## config.mk

```make
export PLATFORM = sky130hd
export DESIGN_NAME = direct_line_sequencer
export DESIGN_NICKNAME = d
export VERILOG_FILES = /design/src/rtl/direct_line_sequencer.sv
export SDC_FILE = /design/constraint.sdc
export NUM_CORES = 1
export LEC_CHECK = 0
export CORE_UTILIZATION = 38
export CTS_BUF_LIST = sky130_fd_sc_hd__clkbuf_4 sky130_fd_sc_hd__clkbuf_8
export DETAILED_ROUTE_END_ITERATION = 10
export GPL_TIMING_DRIVEN = 0
export PLACE_DENSITY_LB_ADDON = 0.1
export SLEW_MARGIN = 0
export SYNTH_ARGS = -nofsm -noshare
export SYNTH_HDL_FRONTEND = slang
export SYNTH_SLANG_ARGS = --single-unit
```

## constraint.sdc

```tcl
create_clock -name clk -period 3.1 [get_ports clk]
set_clock_uncertainty 0.05 [all_clocks]
set_input_delay 0.93 -clock clk [delete_from_list [all_inputs] [get_ports clk]]
set_output_delay 0.93 -clock clk [all_outputs]
set_load 0.05 [all_outputs]
```

## src/rtl/direct_line_sequencer.sv

```systemverilog
// Direct line-state sequencer for the host TX port: arbitrates, then writes
// direct or timed line states, closing every session with one idle write.
`ifndef TX_DIRECT_CONTROL
`define TX_DIRECT_CONTROL 8'h00
`endif
`ifndef TX_IDLE
`define TX_IDLE 8'h03
`endif

module direct_line_sequencer #(
  parameter int DATA_WIDTH = 8,
  parameter int LINE_WIDTH = 2,
  parameter int CNT_WIDTH  = 16,
  parameter logic [DATA_WIDTH-1:0] CNTL_DIRECT = `TX_DIRECT_CONTROL,
  parameter logic [DATA_WIDTH-1:0] CNTL_IDLE   = `TX_IDLE
) (
  input  logic                  clk,
  input  logic                  rst,
  input  logic                  directControlEn,
  input  logic [LINE_WIDTH-1:0] directControlLineState,
  input  logic                  timedStart,
  input  logic [LINE_WIDTH-1:0] timedLineState,
  input  logic [CNT_WIDTH-1:0]  timedCount,
  output logic                  timedBusy,
  output logic                  timedDone,
  input  logic                  HCTxPortGnt,
  input  logic                  HCTxPortRdy,
  output logic                  HCTxPortReq,
  output logic                  HCTxPortWEn,
  output logic [DATA_WIDTH-1:0] HCTxPortData,
  output logic [DATA_WIDTH-1:0] HCTxPortCntl
);

  typedef enum logic [3:0] {
    START, CHK, D_GNT, D_RDY, D_LOOP, T_GNT, T_RDY, T_LOOP,
    I_GNT, I_RDY, I_FIN, DONE
  } state_t;

  state_t                state, stateNext;
  logic [CNT_WIDTH-1:0]  cnt, cntNext;
  logic [LINE_WIDTH-1:0] tLine, tLineNext;
  logic                  reqNext, wenNext, busyNext, doneNext;
  logic [DATA_WIDTH-1:0] dataNext, cntlNext;

  always_ff @(posedge clk) begin
    if (rst) begin
      state        <= START;
      cnt          <= '0;
      tLine        <= '0;
      HCTxPortReq  <= 1'b0;
      HCTxPortWEn  <= 1'b0;
      HCTxPortData <= '0;
      HCTxPortCntl <= '0;
      timedBusy    <= 1'b0;
      timedDone    <= 1'b0;
    end else begin
      state        <= stateNext;
      cnt          <= cntNext;
      tLine        <= tLineNext;
      HCTxPortReq  <= reqNext;
      HCTxPortWEn  <= wenNext;
      HCTxPortData <= dataNext;
      HCTxPortCntl <= cntlNext;
      timedBusy    <= busyNext;
      timedDone    <= doneNext;
    end
  end

  // Outputs are computed one state ahead so every port comes straight off a flop.
  always_comb begin
    stateNext = state;
    cntNext   = cnt;
    tLineNext = tLine;
    reqNext   = HCTxPortReq;
    wenNext   = 1'b0;
    dataNext  = HCTxPortData;
    cntlNext  = HCTxPortCntl;
    busyNext  = timedBusy;
    doneNext  = 1'b0;
    case (state)
      START: begin
        reqNext   = 1'b1;
        stateNext = I_GNT;
      end
      CHK: begin
        if (timedStart) begin
          tLineNext = timedLineState;
          cntNext   = (timedCount == '0) ? CNT_WIDTH'(1) : timedCount;
          busyNext  = 1'b1;
          reqNext   = 1'b1;
          stateNext = T_GNT;
        end else if (directControlEn) begin
          reqNext   = 1'b1;
          stateNext = D_GNT;
        end else begin
          reqNext   = 1'b0;
        end
      end
      D_GNT: if (HCTxPortGnt) stateNext = D_RDY;
      D_RDY: begin
        if (HCTxPortRdy) begin
          wenNext   = 1'b1;
          dataNext  = DATA_WIDTH'(directControlLineState);
          cntlNext  = CNTL_DIRECT;
          stateNext = D_LOOP;
        end
      end
      // Falling out of direct mode keeps the grant and goes straight to the idle write.
      D_LOOP: stateNext = directControlEn ? D_RDY : I_RDY;
      T_GNT: if (HCTxPortGnt) stateNext = T_RDY;
      T_RDY: begin
        if (HCTxPortRdy) begin
          wenNext   = 1'b1;
          dataNext  = DATA_WIDTH'(tLine);
          cntlNext  = CNTL_DIRECT;
          cntNext   = cnt - CNT_WIDTH'(1);
          stateNext = T_LOOP;
        end
      end
      T_LOOP: stateNext = (cnt != '0) ? T_RDY : I_RDY;
      I_GNT: if (HCTxPortGnt) stateNext = I_RDY;
      I_RDY: begin
        if (HCTxPortRdy) begin
          wenNext   = 1'b1;
          dataNext  = '0;
          cntlNext  = CNTL_IDLE;
          stateNext = I_FIN;
        end
      end
      I_FIN: begin
        reqNext   = 1'b0;
        stateNext = timedBusy ? DONE : CHK;
      end
      DONE: begin
        doneNext  = 1'b1;
        busyNext  = 1'b0;
        stateNext = CHK;
      end
      default: stateNext = START;
    endcase
  end

endmodule

```

### After elaboration in Yosys (flattened, before gate mapping)

Index checks and enable logic that the tools add are counted.
W data, S select, Z words.

* bits in registers: 42
* input port bits: 26

* add/sub/neg operators: 1
* eq/ne operators: 20
* mux-type cells: 29
* bitwise operators: 1
* reduce and logical (&&, ||, !) cells: 17

Operators with widths (number)
* $mux W16: 3
* $pmux W4 S12: 1
* $mux W4: 11
* $mux W8: 4
* $pmux W16 S2: 1
* $pmux W8 S3: 1
* $eq A4 B3 Y1 const B: 4
* $eq A4 B4 Y1 const B: 4
* $logic_not A16 Y1: 1
* $pmux W8 S2: 1
* $reduce_bool A16 Y1: 1
* $sub A16 B1 Y16 const B: 1
* $ne A2 B2 Y1 const B: 7
* $eq A4 B2 Y1 const B: 2
* $reduce_and A7 Y1: 1
* $reduce_and A3 Y1: 2
* $reduce_bool A2 Y1: 3
* $reduce_bool A3 Y1: 2
* $mux W1: 5
* $eq A4 B1 Y1 const B: 1
* $logic_not A4 Y1: 1
* $reduce_and A2 Y1: 2
* $reduce_and A4 Y1: 1
* $reduce_or A2 Y1: 2
* 6 further kinds: 6

### Depth between registers and ports, before layout

Gate-level depths: netlist (run 1).

* depth after elaboration: 4
* mapped depth: 8
* gate-level depth less buffers: 7

### Worst setup path before layout (run 1)

No wires, ideal clock.

* kind: input to register
* from: input port HCTxPortRdy
* to: register cnt[7]
* library setup time: 0.128 ns
* data arrival time: 1.767 ns
* required time: 2.922 ns
* setup slack: 1.155 ns
* stages: 6
* path buffers: 1
* cells stage by stage: nand4b_1 > a21oi_1 > buf_2 > o21ai_0 > a22oi_1 > nor2_1

* word-level cells in the longest chain between the ends: 2

Ends and longest elaborated chain
* start, declared: RTL line 27 `input logic HCTxPortRdy,`
* $ne A2 B2 Y1 (no line)
* $reduce_and A3 Y1 (no line)
* end signal, assigned: RTL line 58 `cnt <= cntNext;`
* end, declared: RTL line 40 `logic [CNT_WIDTH-1:0] cnt, cntNext;`

Every way passes these cells.
A chain may end at the register's enable or synchronous reset.

### Worst setup path in the final report (run 1)

* from: input port timedStart
* to: register cnt[2]

* word-level cells in the longest chain between the ends: 2

Ends and longest elaborated chain
* start, declared: RTL line 21 `input logic timedStart,`
* $ne A2 B2 Y1 (no line)
* $reduce_and A3 Y1 (no line)

Every way passes these cells.

==> results of run 1 <==
[cell type report]
cell class                      instances  area share, %
Sequential cell                        29           23.4
Clock buffer                            7           3.63
Tap cell                               67           3.37
Inverter                                9           1.36
Multi-Input combinational cell        197           48.2
Timing Repair Buffer                   33           13.3
Buffer                                 30           6.80
[path summary, 6_finish.rpt]
path | cells after the start | start | to
worst min register to register | 2 | HCTxPortData[0] | HCTxPortData[0]
worst max register to register | 5 | cnt[2] | cnt[10]
worst min-delay path | 2 | HCTxPortData[0] | HCTxPortData[0]
worst max-delay path | 7 | timedStart | cnt[2]
[cell families (layout without fill, tap and decap cells)]
logic type | after synthesis | in the layout | synth area share [%]
other cells | 1 | 12 | 0.193
buf+inv | 39 | 79 | 10.5
compound gates | 89 | 89 | 30.0
flops | 29 | 29 | 29.9
xor+xnor | 1 | 1 | 0.452
mux | 2 | 2 | 1.03
fa+ha+maj | 2 | 2 | 1.29
simple gates | 91 | 91 | 26.6
[routing by layer]
layer  global-route usage, %  part of all wire [%]  wire length, um
met3                    3.57                   5.5              309
met1                    28.3                    45             2500
met2                    37.3                    48             2660
met5                       0                     0                0
met4                    10.0                   1.8              102
[power by group]
group	internal [uW]	switching, uW
Sequential	423	44.7
Clock	185	145
Combinational	270	427
Total	878	617
[layout by cell type (no fill, tap or decap), types with 4 or more instances in the layout]
master,instances
sky130_fd_sc_hd__clkbuf_1,10
sky130_fd_sc_hd__a21oi_1,23
sky130_fd_sc_hd__clkbuf_8,6
sky130_fd_sc_hd__nor4_1,8
sky130_fd_sc_hd__buf_2,6
sky130_fd_sc_hd__conb_1,12
sky130_fd_sc_hd__nor2_1,18
sky130_fd_sc_hd__inv_1,8
sky130_fd_sc_hd__o21ai_0,18
sky130_fd_sc_hd__nand2_1,25
sky130_fd_sc_hd__nand2b_1,6
sky130_fd_sc_hd__clkdlybuf4s50_1,33
sky130_fd_sc_hd__or4_1,4
sky130_fd_sc_hd__o31ai_1,6
sky130_fd_sc_hd__buf_4,13
sky130_fd_sc_hd__dfxtp_1,29
sky130_fd_sc_hd__nand3_1,4
sky130_fd_sc_hd__o22ai_1,5
[registers in the layout (all words and copies together) (netlist names)]
name,count
HCTxPortCntl,1
timedDone,1
timedBusy,1
HCTxPortWEn,1
tLine,2
HCTxPortReq,1
HCTxPortData,2
cnt,16
state,4
[through the flow]
stage                     util (%)  cell area [sq um]  setup slack, ns  hold WS (ns)
final                         51.6               2480            0.477         0.405
after detailed placement      49.7               2390            0.223         0.401
after global routing          51.6               2480            0.385         0.423
after floorplan                  -               1980             1.16         0.409
after CTS                     51.6               2480            0.509         0.411
after global placement        49.7               2390            0.190         0.394
[critical path, delay by kind of cell]
kind | cells | cell delay (ns)
compound gates | 3 | 0.64
buf+inv | 2 | 0.89
simple gates | 2 | 0.25
==> impl_metrics.json, run 1 <==
{
  "yosysTopAreaCellShare_pct": 29.9,
  "cp_slowest_stage_delay_ns": 0.59,
  "pwr_density_cell_mw_per_mm2": 601,
  "antenna_found_initial": 0,
  "drt-wirelength-per-cell_um": 15.0,
  "finish.cell_count_without_fillers": 372,
  "final_min_period_over_clock_period_pct": 84.6,
  "placedCellCount": 365,
  "num_vias": 2091,
  "crit_type": "in2reg",
  "setup_viol_count_final": 0,
  "synth_edf_count": 0,
  "yosysWarnings": 0,
  "place.gp.congestion": 0.847,
  "postCtsResizedCells": 0,
  "worst_setup_hold_path_clk_slew_ns": 0.06,
  "final_hold_viol_count": 0,
  "gr-total-overflow": 0,
  "hpwlAfterDp_um": 4090,
  "grt_pass1_vias": 1882,
  "die-width_um": 73.4,
  "core_area_sq_mm": 0.00482,
  "synth_most_common_cell": "sky130_fd_sc_hd__dfxtp_1",
  "worst_slew_pin_slew_ns": 0.553,
  "diodes": 0,
  "vdd.ir_drop.worst_mv": 0.238,
  "timing.critical_path.cells": "clkdlybuf4s50_1 > nand4bb_1 > a21oi_1 > buf_2 > o21ai_0 > a21oi_1 > nor2_1",
  "fillCellCount": 504,
  "critical-path-slowest-cell": "sky130_fd_sc_hd__clkdlybuf4s50_1",
  "maxCapViolations": 0,
  "max_clock_freq_mhz": 381,
  "synth.area.top_cells": "sky130_fd_sc_hd__dfxtp_1 30%, sky130_fd_sc_hd__a21oi_1 5.9%, sky130_fd_sc_hd__buf_4 5.0%, sky130_fd_sc_hd__nand2_1 4.8%, sky130_fd_sc_hd__o21ai_0 4.6%",
  "via_per_inst": 5.62,
  "cts.htree.levels": 2,
  "netlist_area_sq_mm": 0.00194,
  "p_leak_uw": 0.000948,
  "area.growth.synth_to_final_pct": 28.1,
  "ys_dominant_reg_cell": "sky130_fd_sc_hd__dfxtp_1",
  "worst-endpoint-arrival_ns": 2.72,
  "fp.dieArea_sq_mm": 0.00539,
  "cts_max_path_buffers": 2,
  "placement.io_buffers": 33,
  "drt_first_pass_iters": 5,
  "synth_seq_cells": 29,
  "area_of_the_multi_input_gates_sq_mm": 0.00120,
  "r2r_setup_slack_ns": 1.08,
  "type_of_destination_of_the_critical_path": "flop",
  "cp_max_fo": 10,
  "synth.top_cells.by_count": "29 x sky130_fd_sc_hd__dfxtp_1, 25 x sky130_fd_sc_hd__nand2_1, 23 x sky130_fd_sc_hd__a21oi_1, 18 x sky130_fd_sc_hd__nor2_1, 18 x sky130_fd_sc_hd__o21ai_0",
  "sum_of_negative_setup_slack_ns": 0,
  "worst-endpoint-required_ns": 3.20,
  "totalPowerFinal_uw": 1490,
  "rows": 25,
  "post-route-drc-count": 0,
  "initial_core_util_pct": 40.3,
  "synth_cell_type_count": 58,
  "fraction_of_final_layout_cells_with_drive_strength_greater_than_1_pct": 10.5,
  "layout.area.seq_sq_um": 581,
  "root_buffer": "sky130_fd_sc_hd__clkbuf_8",
  "post-cts-setup-buffers": 0,
  "status": "finished clean",
  "timing.critical_path.mode_cell": "sky130_fd_sc_hd__a21oi_1",
  "drt-total-wl_um": 5570,
  "rsz0062_at_grt": "false",
  "grt_util_all_layers_pct": 22.4,
  "slew_hr_pct": 63.1,
  "chipHeight_um": 73.4,
  "hold_path_class": "reg2reg",
  "cts_tree": "done",
  "slew_violations": 0,
  "nets": 333,
  "synth_largest_area_cell": "sky130_fd_sc_hd__dfxtp_1",
  "synth_seq_area_share_pct": 29.9,
  "async_reset_ff_share_pct": 0,
  "cts_num_sinks": 29,
  "worst_setup_path_start_kind": "primary input",
  "detailedRoute.firstIterationViolations": 155,
  "timing.final.crit_period_ns": 2.62,
  "grt_max_degree": 11,
  "clk_latency_worst_skew_pair_ns": 0.28,
  "ios": 46,
  "post_synth_inst_count": 254,
  "route.antenna.remaining_nets": 0,
  "grt_first_pass_wirelength_um": 9130,
  "holdBufCountCts": 0,
  "synth.avg_cell_area_sq_um": 7.64,
  "cts_inserted_buffers": 5
}
Note: power is estimated with default switching activity, not from simulation.
==> inputs of run 2 (changes only) <==
==> constraint.sdc (replaced) <==
create_clock -name clk -period 2.52 [get_ports clk]
set_clock_uncertainty 0.05 [all_clocks]
set_input_delay 0.756 -clock clk [delete_from_list [all_inputs] [get_ports clk]]
set_output_delay 0.756 -clock clk [all_outputs]
set_load 0.05 [all_outputs]
==> run 2 against run 1 <==
Against the previous run: worst setup slack got worse by 0.32 ns; global-route usage unchanged; clock power is 23% higher; final area is 0.15% higher; critical path depth unchanged; flip-flop and latch count stayed put; non-clock buffer count unchanged; critical path type unchanged; critical endpoint unchanged; highest routed layer unchanged.
==> impl_metrics.json, run 2 (same netlist as run 1, synthesis figures left out) <==
{
  "r2r_setup_slack_ns": 0.49,
  "vdd.ir_drop.worst_mv": 0.293,
  "p_leak_uw": 0.000948,
  "drt-total-wl_um": 5560,
  "fp.dieArea_sq_mm": 0.00539,
  "worst-endpoint-required_ns": 2.62,
  "type_of_destination_of_the_critical_path": "flop",
  "rows": 25,
  "worst-endpoint-arrival_ns": 2.46,
  "post-route-drc-count": 0,
  "post-cts-setup-buffers": 0,
  "status": "finished clean",
  "area.growth.synth_to_final_pct": 28.3,
  "root_buffer": "sky130_fd_sc_hd__clkbuf_8",
  "final_min_period_over_clock_period_pct": 93.7,
  "top_register": "cnt",
  "hold_path_end": "HCTxPortData[0]",
  "setup_viol_count_final": 0,
  "fillCellCount": 502,
  "rsz0062_at_grt": "false",
  "chipHeight_um": 73.4,
  "grt_util_all_layers_pct": 22.4,
  "place.gp.congestion": 0.847,
  "cts.htree.levels": 2,
  "final_hold_viol_count": 0,
  "nets": 333,
  "detailedRoute.firstIterationViolations": 174,
  "cts_num_sinks": 29,
  "antenna_found_initial": 0,
  "hold_path_class": "reg2reg",
  "core_area_sq_mm": 0.00482,
  "fraction_of_final_layout_cells_with_drive_strength_greater_than_1_pct": 10.8,
  "ios": 46,
  "whs_ns": 0.405,
  "worst_setup_hold_path_clk_slew_ns": 0.06,
  "gr-total-overflow": 0,
  "worst_setup_path_start_kind": "primary input",
  "timing.reg2reg.worst_path_depth": 5,
  "via_per_inst": 5.58,
  "grt_pass1_vias": 1882,
  "route.antenna.remaining_nets": 0,
  "max_clock_freq_mhz": 424,
  "worst_slew_pin_slew_ns": 0.577,
  "worst_r2r_startpoint": "cnt[2]",
  "mostFrequentLayoutCell": "sky130_fd_sc_hd__clkdlybuf4s50_1",
  "cts_max_path_buffers": 2,
  "placement.io_buffers": 33,
  "most-common-layout-cells": "33 x sky130_fd_sc_hd__clkdlybuf4s50_1, 29 x sky130_fd_sc_hd__dfxtp_1, 25 x sky130_fd_sc_hd__nand2_1",
  "hold_depth": 2,
  "timing.final.crit_period_ns": 2.36,
  "area_of_the_multi_input_gates_sq_mm": 0.00120,
  "crit_type": "in2reg",
  "diodes": 0,
  "hold_path.startpoint": "HCTxPortData[0]",
  "drt_first_pass_iters": 4,
  "slew_hr_pct": 61.5,
  "placement.cell_area_sq_mm": 0.00239,
  "pwr_density_cell_mw_per_mm2": 740,
  "cts_inserted_buffers": 5,
  "cts_tree": "done",
  "grt_first_pass_wirelength_um": 9130,
  "final_design_area_no_fill_sq_mm": 0.00249,
  "initial_core_util_pct": 40.3,
  "num_vias": 2077,
  "hpwlAfterDp_um": 4090,
  "layout.area.seq_sq_um": 581,
  "slew_violations": 0,
  "largestRegisters": "cnt: 16 flops, state: 4 flops",
  "largest_register_ffs": 16,
  "regToRegEndpoint": "cnt[10]",
  "grt_max_degree": 11,
  "cp_max_fo": 10,
  "clk_latency_worst_skew_pair_ns": 0.28,
  "drt-wirelength-per-cell_um": 14.9,
  "die-width_um": 73.4,
  "maxCapViolations": 0
}
[run 2: cell count changes in the layout (fill, tap and decap cells not counted)]
cell                      previous run  this run
sky130_fd_sc_hd__a21oi_1            23        22
sky130_fd_sc_hd__a21oi_2             0         1
[run 2: critical path, stage by stage]
cell and delay [ns]:
sky130_fd_sc_hd__clkdlybuf4s50_1 0.58, sky130_fd_sc_hd__nand4bb_1 0.21, sky130_fd_sc_hd__a21oi_2 0.30, sky130_fd_sc_hd__buf_2 0.28, sky130_fd_sc_hd__o21ai_0 0.11, sky130_fd_sc_hd__a21oi_1 0.16
sky130_fd_sc_hd__nor2_1 0.05
[run 2: power by group]
part / total, uW / switching, uW / leakage, uW / internal [uW]
Combinational: 860 / 527 / 0.000665 / 333
Clock: 406 / 178 / 0.0000477 / 227
Sequential: 575 / 54.9 / 0.000235 / 520
[run 2: routing by layer]
layer | share of wire (%) | vias to the layer above | GRT usage [%]
met5 | 0 | - | 0
met4 | 2.1 | 0 | 10.0
met3 | 5.2 | 11 | 3.57
met2 | 48 | 75 | 37.3
met1 | 45 | 966 | 28.3
li1 | - | 1025 | -
[run 2: layout make-up]
cell class	count	share of cell area, %
multi-input combinational	197	48.3
sequential	29	23.3
timing repair buffer	33	13.3
buffer	30	6.79
clock buffer	7	3.62
tap	67	3.37
inverter	9	1.36
[run 2: worst max-delay path by stage]
stage	depth (start not counted)	start	end	slack [ns]
after floorplan	6	HCTxPortRdy	cnt[7]	0.75
after global placement	7	timedStart	cnt[2]	-0.22
after detailed placement	7	timedStart	cnt[2]	-0.18
after CTS	7	timedStart	cnt[2]	0.10
after global routing	7	timedStart	cnt[2]	0.09
final	7	timedStart	cnt[2]	0.16
[run 2: metrics by stage]
| stage | utilization [%] | setup slack, ns | power (uW) | TNS (ns) | std cells |
|---|---|---|---|---|---|
| after floorplan | - | 0.749 | 1200 | 0 | 265 |
| after global placement | 49.7 | -0.216 | 1420 | -0.925 | 365 |
| after detailed placement | 49.7 | -0.183 | 1430 | -0.731 | 365 |
| after CTS | 51.6 | 0.103 | 1840 | 0 | 372 |
| after global routing | 51.7 | 0.0873 | 1960 | 0 | 372 |
| final | 51.7 | 0.159 | 1840 | 0 | 372 |
[run 2: repair_timing]
action	in CTS	in global routing
resized for setup	0	1
hold buffers	0	0
endpoints found under the setup margin	0	2
==> inputs of run 3 (changes only) <==
--- a/config.mk
+++ b/config.mk
@@ -5,8 +5,10 @@
 export SDC_FILE = /design/constraint.sdc
 export NUM_CORES = 1
 export LEC_CHECK = 0
+export CORE_MARGIN = 10
 export CORE_UTILIZATION = 38
 export CTS_BUF_LIST = sky130_fd_sc_hd__clkbuf_4 sky130_fd_sc_hd__clkbuf_8
+export CTS_CLUSTER_SIZE = 40
 export DETAILED_ROUTE_END_ITERATION = 10
 export GPL_TIMING_DRIVEN = 0
 export PLACE_DENSITY_LB_ADDON = 0.1
==> run 3 against run 2 <==
Against the previous run: routed wire length rose by 7.1%; die area increased by 55%; sequential share of layout area about the same; combinational power is essentially flat; clock-buffer cell count down 2; first-iteration DRC count shrank 25%; worst setup slack got worse by 0.0092 ns; final area grew 0.15%; utilization decreased by 0.26 points; critical endpoint is now HCTxPortCntl[1].
==> impl_metrics.json, run 3 (same netlist as run 1, synthesis figures left out) <==
{
  "grt_first_pass_wirelength_um": 10100,
  "most-common-layout-cells": "33 x sky130_fd_sc_hd__clkdlybuf4s50_1, 29 x sky130_fd_sc_hd__dfxtp_1, 25 x sky130_fd_sc_hd__nand2_1",
  "core_area_sq_mm": 0.00485,
  "power.net_switching_uw": 776,
  "drt-wirelength-per-cell_um": 16.0,
  "critical-path-slowest-cell": "sky130_fd_sc_hd__clkdlybuf4s50_1",
  "largestRegisters": "cnt: 16 flops, state: 4 flops",
  "whs_ns": 0.406,
  "slew_hr_pct": 61.8,
  "top_register": "cnt",
  "place.gp.congestion": 0.843,
  "root_buffer": "sky130_fd_sc_hd__clkbuf_8",
  "worst-endpoint-required_ns": 1.71,
  "timing.critical_path.cells": "buf_4 > clkdlybuf4s50_1",
  "detailedPlace.worstSlack_ns": -0.222,
  "worst_setup_hold_path_clk_slew_ns": 0.08,
  "hold_path_end": "HCTxPortData[0]",
  "largest_register_ffs": 16,
  "gr-total-overflow": 0,
  "grt_util_all_layers_pct": 14.4,
  "pwr_density_cell_mw_per_mm2": 730,
  "fraction_of_final_layout_cells_with_drive_strength_greater_than_1_pct": 11.1,
  "slew_violations": 0,
  "chipHeight_um": 91.4,
  "grt_pass1_vias": 1971,
  "max_clock_freq_mhz": 422,
  "detailedRoute.firstIterationViolations": 130,
  "fp.dieArea_sq_mm": 0.00836,
  "initial_core_util_pct": 40.0,
  "status": "finished clean",
  "hold_depth": 2,
  "worst-endpoint-arrival_ns": 1.56,
  "placement.io_buffers": 33,
  "clk_latency_worst_skew_pair_ns": 0.29,
  "num_vias": 2026,
  "drt-total-wl_um": 5960,
  "power.share.combinational_pct": 47.3,
  "area.growth.synth_to_final_pct": 28.5,
  "hold_path.startpoint": "HCTxPortData[0]",
  "antenna_found_initial": 0,
  "crit_start": "HCTxPortCntl[0]",
  "worst_r2r_startpoint": "cnt[2]",
  "final_min_period_over_clock_period_pct": 94.1,
  "final_hold_viol_count": 0,
  "setup_slack_ns": 0.150,
  "cts_num_sinks": 29,
  "power_report.internal_total_uw": 1040,
  "p_leak_uw": 0.000945,
  "critical_path_buf_inv_count": 2,
  "p_sw_share_pct": 42.6,
  "regToRegEndpoint": "cnt[10]",
  "route.antenna.remaining_nets": 0,
  "cp_max_fo": 4,
  "vdd.ir_drop.worst_mv": 0.276,
  "via_per_inst": 5.43,
  "rows": 25,
  "post-cts-setup-buffers": 0,
  "timing.final.crit_period_ns": 2.37,
  "type_of_destination_of_the_critical_path": "output port",
  "ios": 46,
  "post-route-drc-count": 0,
  "r2r_setup_slack_ns": 0.51,
  "hold_path_class": "reg2reg",
  "die-width_um": 91.4,
  "setup_viol_count_final": 0,
  "cts.htree.levels": 2,
  "mostFrequentLayoutCell": "sky130_fd_sc_hd__clkdlybuf4s50_1",
  "hpwlAfterDp_um": 4490,
  "seqPwrFrac_pct": 31.5,
  "cpLargestDelayFamily": "buffers and inverters",
  "clock_power_share_pct": 21.1,
  "cts_tree": "done",
  "maxCapViolations": 0,
  "cp_slowest_stage_delay_ns": 0.79,
  "nets": 333,
  "crit_type": "reg2out",
  "worst_setup_path_start_kind": "flop",
  "rsz0062_at_grt": "false",
  "cts_inserted_buffers": 5,
  "diodes": 0,
  "grt_max_degree": 11,
  "timing.reg2reg.worst_path_depth": 5,
  "drt_first_pass_iters": 4,
  "worst_slew_pin_slew_ns": 0.574,
  "cts_max_path_buffers": 2
}
-- run 3: cell count changes in the layout (fill, tap and decap cells not counted), sizes merged --
cell,previous run,this run
clkbuf,17,15
clkinv,1,3
clkinvlp,0,1
-- run 3: how the worst max path moves through the flow --
stage	to	slack [ns]	depth (start not counted)
6_report	HCTxPortCntl[1]	0.15	2
3_3_place_gp	cnt[2]	-0.21	7
4_1_cts	cnt[2]	0.08	7
2_1_floorplan	cnt[7]	0.75	6
5_1_grt	cnt[7]	0.03	7
3_5_place_dp	cnt[7]	-0.22	7
-- run 3: through the flow --
| stage | TNS, ns | util, % | area [sq um] | total power (uW) | std cells |
|---|---|---|---|---|---|
| global placement | -0.816 | 49.4 | 2390 | 1430 | 365 |
| global route | 0 | 51.4 | 2490 | 1950 | 373 |
| finish | 0 | 51.4 | 2490 | 1820 | 373 |
| CTS | 0 | 51.2 | 2480 | 1820 | 373 |
| floorplan | 0 | - | 1980 | 1200 | 265 |
| detailed placement | -0.929 | 49.4 | 2390 | 1430 | 365 |
-- run 3: routing by layer --
metal,GRT usage [%],part of all wire [%],vias to the layer above
li1,-,-,1025
met1,18.3,47,946
met2,23.3,48,53
met3,3.79,4.6,2
met4,3.79,0.45,0
met5,0,0,-
-- run 3: repair_timing --
item	CTS	global route
resized for setup	0	2
setup endpoints to repair	0	4
hold buffers	0	0
-- run 3: cell type report --
type                            instances  area, sq um
Clock inverter                          3         17.5
Sequential cell                        29          581
Multi-Input combinational cell        197         1210
Fill cell                             499         2360
Tap cell                               67         83.8
Clock buffer                            5         68.8
Buffer                                 30          169
Inverter                                9         33.8
Timing Repair Buffer                   33          330
-- run 3: power groups by stage --
stage / clock network, uW / registers (uW) / logic [uW]
2_1_floorplan: 0 / 622 / 578
5_1_grt: 422 / 584 / 944
3_3_place_gp: 0 / 583 / 843
3_5_place_dp: 0 / 584 / 844
4_1_cts: 395 / 573 / 847
6_report: 385 / 574 / 862
-- run 3: worst reg2reg max path, stage by stage, from the launching register on --
cell,delay (ns)
sky130_fd_sc_hd__dfxtp_1,0.36
sky130_fd_sc_hd__nor3_2,0.44
sky130_fd_sc_hd__nand3_1,0.33
sky130_fd_sc_hd__or4_1,0.47
sky130_fd_sc_hd__a21oi_1,0.16
sky130_fd_sc_hd__o32ai_1,0.08
